`config.mk`:
```
export PLATFORM = sky130hd
export DESIGN_NAME = seven_seg_digit_driver_flat
export DESIGN_NICKNAME = d
export VERILOG_FILES = /design/src/rtl/seven_seg_digit_driver_if.sv /design/src/rtl/seven_seg_digit_driver.sv /design/src/flat_wrapper.sv
export SDC_FILE = /design/constraint.sdc
export NUM_CORES = 1
export LEC_CHECK = 0
export BUFFER_PORTS_ARGS = -buffer_cell sky130_fd_sc_hd__buf_2
export CORE_UTILIZATION = 30
export CTS_BUF_LIST = sky130_fd_sc_hd__clkbuf_4
export CTS_CLUSTER_SIZE = 16
export DETAILED_ROUTE_END_ITERATION = 8
export GPL_TIMING_DRIVEN = 0
export SLEW_MARGIN = 20
export SYNTH_ARGS = -nofsm -noshare
export SYNTH_HDL_FRONTEND = slang
export SYNTH_SLANG_ARGS = --single-unit
```
`constraint.sdc`:
```
create_clock -name div_clock -period 1.7 [get_ports div_clock]
set_clock_uncertainty 0.05 [all_clocks]
set_input_delay 0.34 -clock div_clock [delete_from_list [all_inputs] [get_ports div_clock]]
set_output_delay 0.34 -clock div_clock [all_outputs]
set_load 0.02 [all_outputs]
```
`src/rtl/seven_seg_digit_driver_if.sv`:
```
// Bundles the digit driver's scanner/host inputs and board-facing outputs.
//   anode_in : one-hot-low digit select from the anode scanner
//   value    : 16-bit display word, four hex nibbles
//   load     : single-cycle request to capture value
//   dp_mask  : per-digit decimal-point enables (active-high)
//   lzb      : leading-zero blanking enable
//   anode    : registered one-hot-low anode drive
//   seg      : registered segment drive {g,f,e,d,c,b,a}
//   dp       : registered decimal-point drive
//   busy     : a loaded word is waiting for the frame boundary
interface seven_seg_digit_driver_if;
  logic [3:0]  anode_in;
  logic [15:0] value;
  logic        load;
  logic [3:0]  dp_mask;
  logic        lzb;
  logic [3:0]  anode;
  logic [6:0]  seg;
  logic        dp;
  logic        busy;

  modport master (
    output anode_in, value, load, dp_mask, lzb,
    input  anode, seg, dp, busy
  );

  modport slave (
    input  anode_in, value, load, dp_mask, lzb,
    output anode, seg, dp, busy
  );
endinterface

```
`src/rtl/seven_seg_digit_driver.sv`:
```
// Seven-segment digit driver: stages a 16-bit word, commits it to the display
// register at the frame boundary (anode_in == 1110), and decodes the digit
// picked by the scanner into registered anode/seg/dp drives.
//   div_clock : scan clock, all state on rising edge
//   reset     : asynchronous active-high reset
//   bus       : slave side of seven_seg_digit_driver_if
module seven_seg_digit_driver #(
  parameter bit SEG_ACTIVE_LOW = 1'b1
) (
  input logic                      div_clock,
  input logic                      reset,
  seven_seg_digit_driver_if.slave  bus
);

  localparam int unsigned WORD_W = 16;
  localparam int unsigned DIG_W  = 4;
  localparam int unsigned SEG_W  = 7;

  localparam logic [SEG_W-1:0] SEG_OFF = SEG_ACTIVE_LOW ? 7'h7F : 7'h00;
  localparam logic             DP_OFF  = SEG_ACTIVE_LOW;
  localparam logic             DP_ON   = ~SEG_ACTIVE_LOW;
  localparam logic [DIG_W-1:0] ANODE_OFF   = 4'b1111;
  localparam logic [DIG_W-1:0] FRAME_START = 4'b1110;

  logic [WORD_W-1:0] staging_q, staging_d;
  logic [WORD_W-1:0] display_q, display_d;
  logic              pending_q, pending_d;
  logic [DIG_W-1:0]  anode_q, anode_d;
  logic [SEG_W-1:0]  seg_q, seg_d;
  logic              dp_q, dp_d;

  logic              legal_c;
  logic [1:0]        digit_sel_c;
  logic [3:0]        nibble_c;
  logic              blank_c;
  logic              zero_from1_c, zero_from2_c, zero_from3_c;
  logic [SEG_W-1:0]  hex_seg_c;

  // Active-high hex glyphs, bit order {g,f,e,d,c,b,a}.
  function automatic logic [SEG_W-1:0] hex_glyph(input logic [3:0] n);
    logic [SEG_W-1:0] s;
    s = 7'h00;
    case (n)
      4'h0: s = 7'h3F;
      4'h1: s = 7'h06;
      4'h2: s = 7'h5B;
      4'h3: s = 7'h4F;
      4'h4: s = 7'h66;
      4'h5: s = 7'h6D;
      4'h6: s = 7'h7D;
      4'h7: s = 7'h07;
      4'h8: s = 7'h7F;
      4'h9: s = 7'h6F;
      4'hA: s = 7'h77;
      4'hB: s = 7'h7C;
      4'hC: s = 7'h39;
      4'hD: s = 7'h5E;
      4'hE: s = 7'h79;
      4'hF: s = 7'h71;
      default: s = 7'h00;
    endcase
    return s;
  endfunction

  // Staging / commit: a load always wins; a load on the frame-start edge
  // bypasses staging and lands in the display register directly.
  always_comb begin
    staging_d = staging_q;
    display_d = display_q;
    pending_d = pending_q;
    if (bus.load) begin
      staging_d = bus.value;
      if (bus.anode_in == FRAME_START) begin
        display_d = bus.value;
        pending_d = 1'b0;
      end else begin
        pending_d = 1'b1;
      end
    end else if (pending_q && (bus.anode_in == FRAME_START)) begin
      display_d = staging_q;
      pending_d = 1'b0;
    end
  end

  // Digit select from the one-hot-low scan pattern; anything else is dark.
  always_comb begin
    legal_c     = 1'b1;
    digit_sel_c = 2'd0;
    case (bus.anode_in)
      4'b1110: digit_sel_c = 2'd0;
      4'b1101: digit_sel_c = 2'd1;
      4'b1011: digit_sel_c = 2'd2;
      4'b0111: digit_sel_c = 2'd3;
      default: legal_c     = 1'b0;
    endcase
  end

  // Leading-zero detection over the current display register; a commit on
  // this edge only becomes visible on the following edge.
  always_comb begin
    zero_from3_c = (display_q[15:12] == 4'h0);
    zero_from2_c = zero_from3_c && (display_q[11:8] == 4'h0);
    zero_from1_c = zero_from2_c && (display_q[7:4] == 4'h0);
    nibble_c     = display_q[3:0];
    blank_c      = 1'b0;
    case (digit_sel_c)
      2'd0: nibble_c = display_q[3:0];
      2'd1: begin nibble_c = display_q[7:4];   blank_c = bus.lzb && zero_from1_c; end
      2'd2: begin nibble_c = display_q[11:8];  blank_c = bus.lzb && zero_from2_c; end
      2'd3: begin nibble_c = display_q[15:12]; blank_c = bus.lzb && zero_from3_c; end
      default: nibble_c = display_q[3:0];
    endcase
    hex_seg_c = hex_glyph(nibble_c);
  end

  // Output drive with polarity applied.
  always_comb begin
    anode_d = ANODE_OFF;
    seg_d   = SEG_OFF;
    dp_d    = DP_OFF;
    if (legal_c) begin
      anode_d = bus.anode_in;
      if (!blank_c) begin
        seg_d = SEG_ACTIVE_LOW ? SEG_W'(~hex_seg_c) : hex_seg_c;
      end
      if (bus.dp_mask[digit_sel_c]) begin
        dp_d = DP_ON;
      end
    end
  end

  always_ff @(posedge div_clock or posedge reset) begin
    if (reset) begin
      staging_q <= '0;
      display_q <= '0;
      pending_q <= 1'b0;
      anode_q   <= ANODE_OFF;
      seg_q     <= SEG_OFF;
      dp_q      <= DP_OFF;
    end else begin
      staging_q <= staging_d;
      display_q <= display_d;
      pending_q <= pending_d;
      anode_q   <= anode_d;
      seg_q     <= seg_d;
      dp_q      <= dp_d;
    end
  end

  assign bus.anode = anode_q;
  assign bus.seg   = seg_q;
  assign bus.dp    = dp_q;
  assign bus.busy  = pending_q;

endmodule

```
`src/flat_wrapper.sv`:
```
// flat-port wrapper written by rule: the top's interface ports become plain ports
module seven_seg_digit_driver_flat 
#(
  parameter bit SEG_ACTIVE_LOW = 1'b1
)
  (div_clock, reset, bus_anode_in, bus_value, bus_load, bus_dp_mask, bus_lzb, bus_anode, bus_seg, bus_dp, bus_busy);
  seven_seg_digit_driver_if bus_i ();
  input logic div_clock;
  input logic reset;
  input wire logic [$bits(bus_i.anode_in)-1:0] bus_anode_in;
  input wire logic [$bits(bus_i.value)-1:0] bus_value;
  input wire logic [$bits(bus_i.load)-1:0] bus_load;
  input wire logic [$bits(bus_i.dp_mask)-1:0] bus_dp_mask;
  input wire logic [$bits(bus_i.lzb)-1:0] bus_lzb;
  output wire logic [$bits(bus_i.anode)-1:0] bus_anode;
  output wire logic [$bits(bus_i.seg)-1:0] bus_seg;
  output wire logic [$bits(bus_i.dp)-1:0] bus_dp;
  output wire logic [$bits(bus_i.busy)-1:0] bus_busy;
  assign bus_i.anode_in = bus_anode_in;
  assign bus_i.value = bus_value;
  assign bus_i.load = bus_load;
  assign bus_i.dp_mask = bus_dp_mask;
  assign bus_i.lzb = bus_lzb;
  assign bus_anode = bus_i.anode;
  assign bus_seg = bus_i.seg;
  assign bus_dp = bus_i.dp;
  assign bus_busy = bus_i.busy;
  seven_seg_digit_driver #(.SEG_ACTIVE_LOW(SEG_ACTIVE_LOW)) u_core (.div_clock(div_clock), .reset(reset), .bus(bus_i));
endmodule
```
==> flow_metrics.py <==
metrics = {
    "synth": {
        "synth_top_family_by_area": "multiplexers",
        "yosys.area_share.simple_pct": 8.972,
        "synth_seq_area_share_pct": 54.19,
        "yosysTopAreaCellShare_pct": 39.22,
        "synth_adder_area_share_pct": 3.565,
        "synthTopCellsByArea": "dfrtp_1, mux2_2, dfstp_2",
        "synth_flop_cell": "dfrtp_1",
        "synth_compound_area_share_pct": 9.804,
        "syn-num-nets": 196,
        "yosysUniqueCellTypes": 42,
        "synth_area_um2": 2106,
        "syn_area_per_cell_um2": 13.00,
        "async_reset_ff_share_pct": 100.0,
        "synth_mux_area_share_pct": 19.01,
        "synth_top_cell_by_area": "dfrtp_1",
        "ys_ff_latch": 45,
        "yosysWarnings": 0,
        "yosys.area_share.xor_xnor_pct": 0.8318,
        "synth_edf_count": 0,
        "syn_inst": 162,
    },
    "layout": {
        "layout_common_cells": "buf_2, dfrtp_1, mux2_2",
        "drive_gt1_share_pct": 60.47,
        "seqCellArea_um2": 1141,
        "multi_input_area_um2": 1013,
        "finalInstanceArea_um2": 2689,
        "final_common_cell": "buf_2",
        "area_growth_pct": 27.69,
        "fill_cells": 674,
        "nets": 248,
        "diodes": 0,
    },
    "worst_setup_path": {
        "r2r_setup_slack_ps": -130,
        "worstSetupPathType": "input pin to register",
        "r2r_start": "u_core.display_q[5]",
        "worstRegToRegCells": 6,
        "cp_max_fo": 6,
        "cp-end-kind": "register",
        "start_kind": "input pin",
        "critPathLaunch": "bus_anode_in[3]",
        "crit_end": "u_core.bus.seg[5]",
        "critPathRequiredTime_ps": 1930,
        "crit_arrival_ps": 2080,
        "r2r-end": "u_core.bus.seg[5]",
    },
    "placed_design": {
        "numPortBuffers": 39,
        "place_area_um2": 2450,
        "routabilityCongestion": 0.7853,
        "hpwl_um": 3088,
    },
    "die": {
        "dieArea_um2": 7358,
        "core_area_um2": 6794,
        "die_y_um": 85.78,
        "num_rows": 30,
        "num_io_pins": 41,
        "die_w_um": 85.78,
        "initial_core_util_pct": 30.99,
    },
    "timing": {
        "final-hold-violation-count": 0,
        "min_period_over_period_pct": 108.9,
        "max_freq_mhz": 540.3,
        "setup_violations": 7,
        "slew_viol_final": 0,
        "final.min_clock_period_ps": 1851,
        "relSlewSlack_pct": 61.84,
        "rsz0062_at_grt": "true",
        "postLayoutSetupSlackWorst_ps": -150.9,
        "tightest_slew_ps": 572.4,
    },
    "pwr": {
        "vdd_ir_drop_max_uv": 327.9,
        "total_power_w": 0.002798,
        "p_leak_nw": 1.115,
        "power_density_nw_per_um2": 1040,
    },
    "global_route": {
        "grt_pass1_wl_um": 7155,
        "grt_pass1_vias": 1498,
        "grt_max_degree": 31,
        "antenna_found_initial": 0,
        "overflow": 0,
        "gr-usage-all-layers_pct": 12.62,
    },
    "clock_network": {
        "ctsLongestPathBuffers": 2,
        "cts-buffers-inserted": 5,
        "cts_root_buffer": "clkbuf_4",
        "cts.sinks": 45,
        "clock_latency_ps": 340,
        "path_clk_slew_ps": 110,
        "cts_tree": "done",
        "cts_max_level": 2,
    },
    "detailed_routing": {
        "vias": 1429,
        "drt-wirelength-per-cell_um": 13.48,
        "drc": 0,
        "drt_iter0_markers": 86,
        "wirelength_um": 4193,
        "antenna_left": 0,
        "firstDrtPassIters": 4,
        "vias_per_cell": 4.595,
    },
    "outcome": {
        "outcome": "complete, but fails checks",
        "violations": "setup timing",
    },
    "hold_path": {
        "holdCritPathClass": "input pin to register",
    },
    "flow_run": {
        "drv_cap": 0,
    },
}
==> cell type report <==
cell class	instances	area share (%)
inverter	8	1.303
sequential	45	42.44
buffer	5	1.303
multi-input combinational	101	37.69
tap	96	4.467
clock buffer	7	1.954
clock inverter	1	0.2792
timing repair buffer	48	10.56
==> how the worst min path moves through the flow <==
stage	slack, ps	to	cells after the start	start
global placement	430	u_core.staging_q[6]	1	u_core.staging_q[6]
CTS	140	u_core.bus.dp	2	bus_dp_mask[3]
detailed placement	280	u_core.bus.busy	2	reset
floorplan	410	u_core.bus.dp	1	bus_dp_mask[3]
global route	160	u_core.staging_q[2]	2	bus_value[2]
finish	150	u_core.bus.dp	2	bus_dp_mask[3]
==> power by group <==
part | switching [W] | total (W) | internal [W]
registers | 0.000115 | 0.00139 | 0.00128
clock network | 0.000319 | 0.000515 | 0.000196
logic | 0.000457 | 0.000893 | 0.000435
==> registers in the layout, indices dropped and copies added (netlist names) <==
name              cells
u_core.bus.busy       1
u_core.bus.anode      4
u_core.display_q     16
u_core.staging_q     16
u_core.bus.seg        7
u_core.bus.dp         1
==> cells in the mapped netlist, types with 2 or more instances <==
master / n
a221o_1: 3
clkbuf_1: 3
ha_1: 6
and4b_1: 3
buf_4: 2
nand3_1: 2
nand3b_1: 2
inv_1: 8
nand2_1: 10
o21ai_2: 2
nor4b_1: 2
mux2_2: 31
mux2i_1: 4
nor2_1: 5
nor4_1: 4
dfstp_2: 12
a31oi_1: 2
dfrtp_1: 33
o21ai_1: 2
a222oi_1: 2
o221ai_1: 3
==> logic make-up after synthesis <==
| logic type | count (synthesis) |
|---|---|
| DFF | 45 |
| adders and majority gates | 6 |
| and+or+nand+nor | 33 |
| buffers and inverters | 16 |
| muxes | 36 |
| xor gates and xnor gates | 2 |
| AOI/OAI and AO/OA | 24 |
==> layer usage <==
layer	routed length, um	vias up	share of wire [%]	global-route usage (%)
met1	1963	686	47	16.78
met4	80	0	1.9	5.000
met5	0	-	0	0
met2	1895	42	45	19.56
met3	254	9	6.1	3.465
li1	-	692	-	-
==> stage by stage <==
stage	utilization (%)	std cells	setup WS [ps]	setup TNS, ps	hold WS [ps]
floorplan	-	162	-186.1	-996.0	411.5
global placement	35.76	297	-609.7	-19400	429.7
detailed placement	36.06	298	-609.9	-9883	282.5
CTS	38.56	307	-178.7	-1024	136.1
global route	39.58	311	-252.9	-1485	159.0
finish	39.58	311	-150.9	-788.7	146.4
==> critical path, stage by stage <==
cell      delay (ps)
buf_2            130
and4b_2          290
a222oi_1         440
nand2_2          220
ha_4             230
nand2_4           70
o21ai_2           50
a221o_1          310
==> timing repair <==
action	CTS	global route
hold endpoints to repair	7	0
hold buffers	1	0
setup buffers	3	4
setup endpoints to repair	17	17
pin swaps	6	9
gates resized for setup	17	9
No activity file was read; power rests on OpenSTA's default activity.
